## config.mk

```make
export PLATFORM = sky130hd
export DESIGN_NAME = input_capture_unit
export DESIGN_NICKNAME = d
export VERILOG_FILES = /design/src/rtl/input_capture_unit.sv
export SDC_FILE = /design/constraint.sdc
export NUM_CORES = 1
export LEC_CHECK = 0
export ABC_AREA = 1
export CAP_MARGIN = 0
export CORE_MARGIN = 5
export CORE_UTILIZATION = 44
export DETAILED_ROUTE_END_ITERATION = 12
export PLACE_DENSITY_LB_ADDON = 0.15
export SYNTH_ARGS = -nofsm -noshare
export SYNTH_HDL_FRONTEND = slang
export SYNTH_SLANG_ARGS = --single-unit
```

## constraint.sdc

```tcl
create_clock -name clock -period 1.7 [get_ports clock]
set_input_delay 0.17 -clock clock [delete_from_list [all_inputs] [get_ports clock]]
set_output_delay 0.17 -clock clock [all_outputs]
set_load 0.005 [all_outputs]
```

## src/rtl/input_capture_unit.sv

```systemverilog
// Debounced, handshaked capture of the switch bank for IN instructions.
// Stalls the core until a confirmed press, then requires a release before completing.
module input_capture_unit #(
    parameter int unsigned bits            = 32,
    parameter int unsigned swBits          = 16,
    parameter int unsigned DEBOUNCE_CYCLES = 4,
    parameter int unsigned cntBits         = 8
) (
    input  logic              clock,
    input  logic              reset,
    input  logic              request,
    input  logic              signExt,
    input  logic [swBits-1:0] switches,
    input  logic              button,
    output logic [bits-1:0]   IN,
    output logic              stall,
    output logic              ready
);

    localparam logic [cntBits-1:0] DB_TARGET = cntBits'(DEBOUNCE_CYCLES);
    localparam bit                 DB_ONE    = (DEBOUNCE_CYCLES == 1);

    typedef enum logic [2:0] {
        S_IDLE,
        S_WAIT_PRESS,
        S_DEBOUNCE,
        S_WAIT_RELEASE,
        S_DONE
    } state_t;

    state_t              r_state;
    state_t              w_next_state;
    logic [cntBits-1:0]  r_cnt;
    logic [cntBits-1:0]  w_next_cnt;
    logic [cntBits-1:0]  w_cnt_inc;
    logic                r_ext_mode;
    logic                w_next_ext;
    logic                w_capture;
    logic [bits-1:0]     w_ext_val;

    logic                r_btn_meta;
    logic                r_btn_s;
    logic [swBits-1:0]   r_sw_meta;
    logic [swBits-1:0]   r_sw_s;

    logic [bits-1:0]     r_in;
    logic                r_stall;
    logic                r_ready;

    // Two-flop synchronizers for the asynchronous button and switch bank
    always_ff @(posedge clock or negedge reset) begin
        if (!reset) begin
            r_btn_meta <= 1'b0;
            r_btn_s    <= 1'b0;
            r_sw_meta  <= '0;
            r_sw_s     <= '0;
        end else begin
            r_btn_meta <= button;
            r_btn_s    <= r_btn_meta;
            r_sw_meta  <= switches;
            r_sw_s     <= r_sw_meta;
        end
    end

    assign w_cnt_inc = r_cnt + cntBits'(1);

    // Sign- or zero-extension of the synchronized switches
    always_comb begin
        w_ext_val               = '0;
        w_ext_val[swBits-1:0]   = r_sw_s;
        for (int unsigned i = swBits; i < bits; i++) begin
            w_ext_val[i] = r_ext_mode & r_sw_s[swBits-1];
        end
    end

    always_comb begin
        w_next_state = r_state;
        w_next_cnt   = r_cnt;
        w_next_ext   = r_ext_mode;
        w_capture    = 1'b0;
        case (r_state)
            S_IDLE: begin
                if (request) begin
                    w_next_state = S_WAIT_PRESS;
                    w_next_ext   = signExt;
                end
            end
            S_WAIT_PRESS: begin
                if (r_btn_s) begin
                    if (DB_ONE) begin
                        w_capture    = 1'b1;
                        w_next_state = S_WAIT_RELEASE;
                        w_next_cnt   = '0;
                    end else begin
                        w_next_state = S_DEBOUNCE;
                        w_next_cnt   = cntBits'(1);
                    end
                end
            end
            S_DEBOUNCE: begin
                if (!r_btn_s) begin
                    w_next_state = S_WAIT_PRESS;
                    w_next_cnt   = '0;
                end else if (w_cnt_inc == DB_TARGET) begin
                    w_capture    = 1'b1;
                    w_next_state = S_WAIT_RELEASE;
                    w_next_cnt   = '0;
                end else begin
                    w_next_cnt   = w_cnt_inc;
                end
            end
            S_WAIT_RELEASE: begin
                // Any bounce back to pressed restarts the release count
                if (r_btn_s) begin
                    w_next_cnt   = '0;
                end else if (w_cnt_inc == DB_TARGET) begin
                    w_next_state = S_DONE;
                    w_next_cnt   = '0;
                end else begin
                    w_next_cnt   = w_cnt_inc;
                end
            end
            S_DONE: begin
                w_next_state = S_IDLE;
            end
            default: begin
                w_next_state = S_IDLE;
                w_next_cnt   = '0;
            end
        endcase
    end

    always_ff @(posedge clock or negedge reset) begin
        if (!reset) begin
            r_state    <= S_IDLE;
            r_cnt      <= '0;
            r_ext_mode <= 1'b0;
        end else begin
            r_state    <= w_next_state;
            r_cnt      <= w_next_cnt;
            r_ext_mode <= w_next_ext;
        end
    end

    // Outputs registered from the next state so they track the state register exactly
    always_ff @(posedge clock or negedge reset) begin
        if (!reset) begin
            r_in    <= '0;
            r_stall <= 1'b0;
            r_ready <= 1'b0;
        end else begin
            r_stall <= (w_next_state == S_WAIT_PRESS) ||
                       (w_next_state == S_DEBOUNCE)   ||
                       (w_next_state == S_WAIT_RELEASE);
            r_ready <= (w_next_state == S_DONE);
            if (w_capture) begin
                r_in <= w_ext_val;
            end
        end
    end

    assign IN    = r_in;
    assign stall = r_stall;
    assign ready = r_ready;

endmodule

```

# ---- Word level (Yosys, flattened, before mapping)
# Cells that the tools add are included.
dict set report totals {
  regBits 65
  out_inout_bits 34
  inputBits 21
}
dict set report op_classes {
  add_sub_neg 1
  eq_ne 10
  n_mux 15
  n_reduce_logical 6
  n_bitwise 2
}
# operator count
set ops {}
lappend ops {{$mux 8} 4}
lappend ops {{$pmux 8 s4} 1}
lappend ops {{$mux 3} 6}
lappend ops {{$eq 3x2->1 const B} 4}
lappend ops {{$pmux 3 s4} 1}
lappend ops {{$add 8x1->8 const B} 1}
lappend ops {{$eq 8x3->1 const B} 1}
lappend ops {{$eq 3x1->1 const B} 2}
lappend ops {{$eq 3x3->1 const B} 2}
lappend ops {{$reduce_and 2->1} 2}
lappend ops {{$logic_not 3->1} 1}
lappend ops {{$mux 1} 3}
lappend ops {{$logic_or 1x1->1} 2}
lappend ops {{$ne 2x2->1 const B} 1}
lappend ops {{$reduce_or 2->1} 1}
lappend ops {{$and 1x1->1} 1}
lappend ops {{$not 1->1} 1}

# ---- Longest topological paths before layout
dict set report logic_depth {
  word_depth 8
  depth_mapped 12
}

# ---- Worst setup path before layout
# No wires, ideal clock.
dict set report synth_path {
  kind {flip-flop to flip-flop}
  from {register r_cnt[0]}
  to {register r_in[10] (netlist: IN[10])}
  setup_time_ns 0.116
  n_path_buf 1
  arrival_ns 1.614
  path_slack_ns -0.031
  required_time_ns 1.584
  synth_period_minus_slack_ns 1.731
  stages_incl_launch_ff 12
  cell_sequence {dfrtp_1 -> ha_1 -> nand2_1 -> nor2_2 -> nand3_1 -> a21oi_2 -> nand2_4 -> nor2_8 -> inv_4 -> buf_6 -> nand2_1 -> nand2_1}
}
dict set report synth_between {
  elab_chain_len 5
}
# item line
set synth_rtl {}
lappend synth_rtl {{start: declaration} 33} ;# logic [cntBits-1:0] r_cnt;
lappend synth_rtl {{start signal: assignment} 140} ;# r_cnt <= w_next_cnt;
lappend synth_rtl {{$add 8x1->8} 65} ;# assign w_cnt_inc = r_cnt + cntBits'(1);
lappend synth_rtl {{$eq 8x3->1} 104} ;# end else if (w_cnt_inc == DB_TARGET) begin
lappend synth_rtl {{$mux 1} 104}
lappend synth_rtl {{$mux 1} 101} ;# if (!r_btn_s) begin
lappend synth_rtl {{$mux 1} 81} ;# case (r_state)
lappend synth_rtl {{end signal: assignment} 157} ;# r_in <= w_ext_val;
lappend synth_rtl {{end: declaration} 46} ;# logic [bits-1:0] r_in;
# Every way passes these cells.
# A chain may end at the register's enable or synchronous reset.

# ---- Worst setup path after layout
dict set report layout_path {
  from {register r_cnt[0]}
  to {register r_in[9] (netlist: IN[9])}
}
# The elaborated chain is that of the path after synthesis.

==> summary.txt <==
CTS
  • # clock sinks: 65
  • Clock Tree Buf Depth: 2
  • CTS tree: yes
  • Clock H-tree levels: 3
  • Total CTS buffers: 9
  • Root buffer cell: clkbuf_8
  • Clock transition at path regs: 0.07 ns
  • Clk_lat worst skew: 0.33 ns

Routing
  • Post-Route WL: 4400 um
  • 1st-iter DRT viols: 88
  • DR vias: 1639
  • Iteration count of the initial detailed-routing pass: 4
  • Routed WL per cell: 12.2 um
  • Routed Antenna Nets: 0
  • Vias per cell: 4.54
  • DRC viols: 0

Min path
  • Hold Path Class: in -> reg
  • End of the worst hold path: r_sw_meta[7]$_DFF_PN0_
  • WHS Path Cells: 1
  • Worst Hold Launch: switches[7]

Cells and area
  • Final cell count without fillers: 361
  • Design area: 0.00332 sq mm
  • Finished Core Util: 63.7%
  • ANT cells: 0
  • Area delta synth->final: 38.1%
  • Final net count: 308
  • Share of cells above drive strength 1: 17.5%

Global route
  • Pin count of the biggest net entering global routing: 47
  • Initial antenna violation count: 0
  • Vias in the first global route: 1627
  • Gr usage total: 13.1%
  • First-pass GRT wire length: 7160 um
  • GR Overflow Total: 0

Floorplanning
  • Chip height: 83.9 um
  • Die W: 83.9 um
  • Initial core utilization: 46.1%
  • I/O pins: 55
  • Core ar.: 0.00520 sq mm
  • Die area: 0.00703 sq mm
  • FP Rows: 26

Yosys
  • Mapped Nets: 248
  • Synth Cell Area: 0.00240 sq mm
  • XOR/XNOR Fraction of Synth Area: 0.365%
  • Yosys cell types: 22
  • Synth Area in Compound Gates: 2.81%
  • Synth Area in Simple Gates: 19.4%
  • Cells after synthesis: 226
  • Post-synthesis mux area share: 0.469%
  • Syn_area_per_cell: 10.6 sq um
  • Largest family of logic cells by synthesized area: simple AND/OR/NAND/NOR gates
  • Yosys reg bits: 65
  • Post-synthesis sequential area ratio: 67.7%
  • Post-Synth Adder-Cell Area: 0.521%
  • Yosys warnings: 0

STA
  • Clock Skew: 0.00911 ns
  • Setup TNS: 0 ns
  • RSZ-0062 raised after global routing: true
  • Tmin final: 1.69 ns
  • Setup-failing EPs final: 0
  • Max Fclk: 591 MHz
  • Final slew viol count: 0
  • Hold Slack: 0.272 ns
  • Rel. slew slack: 69.5%
  • Final-report hold violation count: 0
  • Worst Max-Slew Pin Slew: 0.457 ns
  • Period utilization: 99.6%

Placement
  • Number of I/O port buffers: 54
  • Hpwl dp: 3060 um
  • Gp weighted congestion: 0.809
  • Placed insts: 338
  • Placed standard-cell area: 0.00296 sq mm

Power and ir drop
  • VDD IR max: 0.759 mV
  • Leak: 1.55 nW
  • Pwr Density: 1440 mW/mm^2

Critical path
  • R2R Path End: IN[9]$_DFFE_PN0P_
  • Crit start category: register
  • Worst R2R Start: r_cnt[0]$_DFFE_PN0P_
  • R2R cell count: 11
  • Crit path largest cell delay: 0.44 ns
  • Critical path peak fanout: 5
  • Levels on crit path: 11
  • CP top delay family: simple AND/OR/NAND/NOR gates
  • Most used cell, CP: nand2_1
  • Setup crit end kind: register
  • CP max-delay cell: dfrtp_2
  • Kind of critical path: reg -> reg
  • Worst EP required: 1.97 ns
  • Reg2Reg Setup Slack: 0.007 ns
  • WP data arrival: 1.96 ns
  • CP Buf/Inv Count: 1
  • Crit path cell chain: ha_4 > nand2_4 > nor2_4 > nand2_1 > nand2_2 > a21oi_4 > nand2_4 > nor2_8 > clkbuf_16 > nand2_1 > nand2_1

Status
  • Status: completed

Flow run
  • Max_cap viols: 0
-- how the worst max path moves through the flow --
| stage | endpoint | start | slack, ns |
|---|---|---|---|
| finish | IN[9]$_DFFE_PN0P_ | r_cnt[0]$_DFFE_PN0P_ | 0.007 |
| global placement | IN[16]$_DFFE_PN0P_ | r_cnt[1]$_DFFE_PN0P_ | 0.05 |
| detailed placement | IN[15]$_DFFE_PN0P_ | r_cnt[0]$_DFFE_PN0P_ | -0.01 |
| global route | IN[0]$_DFFE_PN0P_ | r_cnt[0]$_DFFE_PN0P_ | -0.06 |
| floorplan | IN[10]$_DFFE_PN0P_ | r_cnt[0]$_DFFE_PN0P_ | -0.02 |
| CTS | IN[15]$_DFFE_PN0P_ | r_cnt[0]$_DFFE_PN0P_ | 0.008 |
-- routing by layer --
metal / vias up / wire length (um) / track usage, %
met2: 55 / 2090 / 20.6
met1: 770 / 1890 / 15.3
li1: 806 / - / -
met4: 0 / 87 / 8.19
met3: 8 / 335 / 4.24
met5: - / 0 / 0
-- cells in the mapped netlist --
| library cell | number | area (sq um) |
|---|---|---|
| inv_4 | 1 | 6.26 |
| mux2_2 | 1 | 11.3 |
| ha_1 | 1 | 12.5 |
| a21oi_2 | 1 | 8.76 |
| nand4_1 | 2 | 12.5 |
| nand3_1 | 11 | 55.1 |
| o21ai_1 | 1 | 5.00 |
| o21ai_0 | 7 | 35.0 |
| nor3_1 | 4 | 20.0 |
| buf_6 | 2 | 22.5 |
| nor2_8 | 1 | 20.0 |
| o22ai_1 | 1 | 6.26 |
| buf_4 | 15 | 113 |
| nor2_1 | 8 | 30.0 |
| a21oi_1 | 1 | 5.00 |
| nor2_2 | 2 | 12.5 |
| xnor2_1 | 1 | 8.76 |
| nand2_4 | 1 | 11.3 |
| nand2_1 | 81 | 304 |
| o211ai_1 | 1 | 7.51 |
| inv_1 | 18 | 67.6 |
| dfrtp_1 | 65 | 1630 |
-- timing repair --
| action | in CTS | in global routing |
|---|---|---|
| pin swaps | 1 | 11 |
| gates cloned | 0 | 1 |
| hold endpoints to repair | 19 | 0 |
| gates resized for setup | 3 | 22 |
| endpoints found under the setup margin | 27 | 17 |
| buffers inserted | 1 | 4 |
| hold buffers | 1 | 0 |
-- report_power, final --
group | total (W) | internal, W | switching, W
combinational | 0.00146 | 0.000859 | 0.000601
sequential | 0.00208 | 0.00187 | 0.000218
clock | 0.00125 | 0.000682 | 0.000568
-- cells in the final DEF, fill, tap and decap left out, types with 2 or more instances in the layout --
cell type / instances
nand2_1: 74
dfrtp_1: 61
clkdlybuf4s50_1: 53
inv_1: 18
clkbuf_8: 9
nand3_1: 8
o21ai_0: 7
nand2_2: 6
nor2_1: 6
dfrtp_2: 4
nor3_1: 4
buf_6: 4
buf_4: 4
nand3_2: 3
nand2_4: 2
nor2_4: 2
nand4_1: 2
nor2_2: 2
clkinvlp_4: 2
buf_12: 2
-- area by class of cell --
class | instances | area [sq um]
clock buffer | 10 | 128
inverter | 19 | 78.8
tap | 70 | 87.6
fill | 418 | 1890
sequential | 65 | 1630
multi-input combinational | 125 | 638
clock inverter | 6 | 67.6
timing repair buffer | 66 | 686
-- sequential cells by signal, indices dropped and copies added (netlist names) --
name and cells:
IN 17, r_sw_meta 16, r_sw_s 16, r_cnt 8
r_state 3, r_btn_meta 1, r_btn_s 1, r_ext_mode 1
ready 1, stall 1
-- per-stage QoR --
stage | power, W | setup slack, ns
detailed placement | 0.00345 | -0.0135
CTS | 0.00475 | 0.00801
finish | 0.00479 | 0.00714
global route | 0.00510 | -0.0613
floorplan | 0.00269 | -0.0154
global placement | 0.00343 | 0.0477
-- cells by family after synthesis --
logic type	Yosys count
adders and majority gates	1
buffers and inverters	36
AOI/OAI and AO/OA	12
and+or+nand+nor	110
DFF	65
xor gates and xnor gates	1
muxes	1
(Power assumes the default switching activity.)
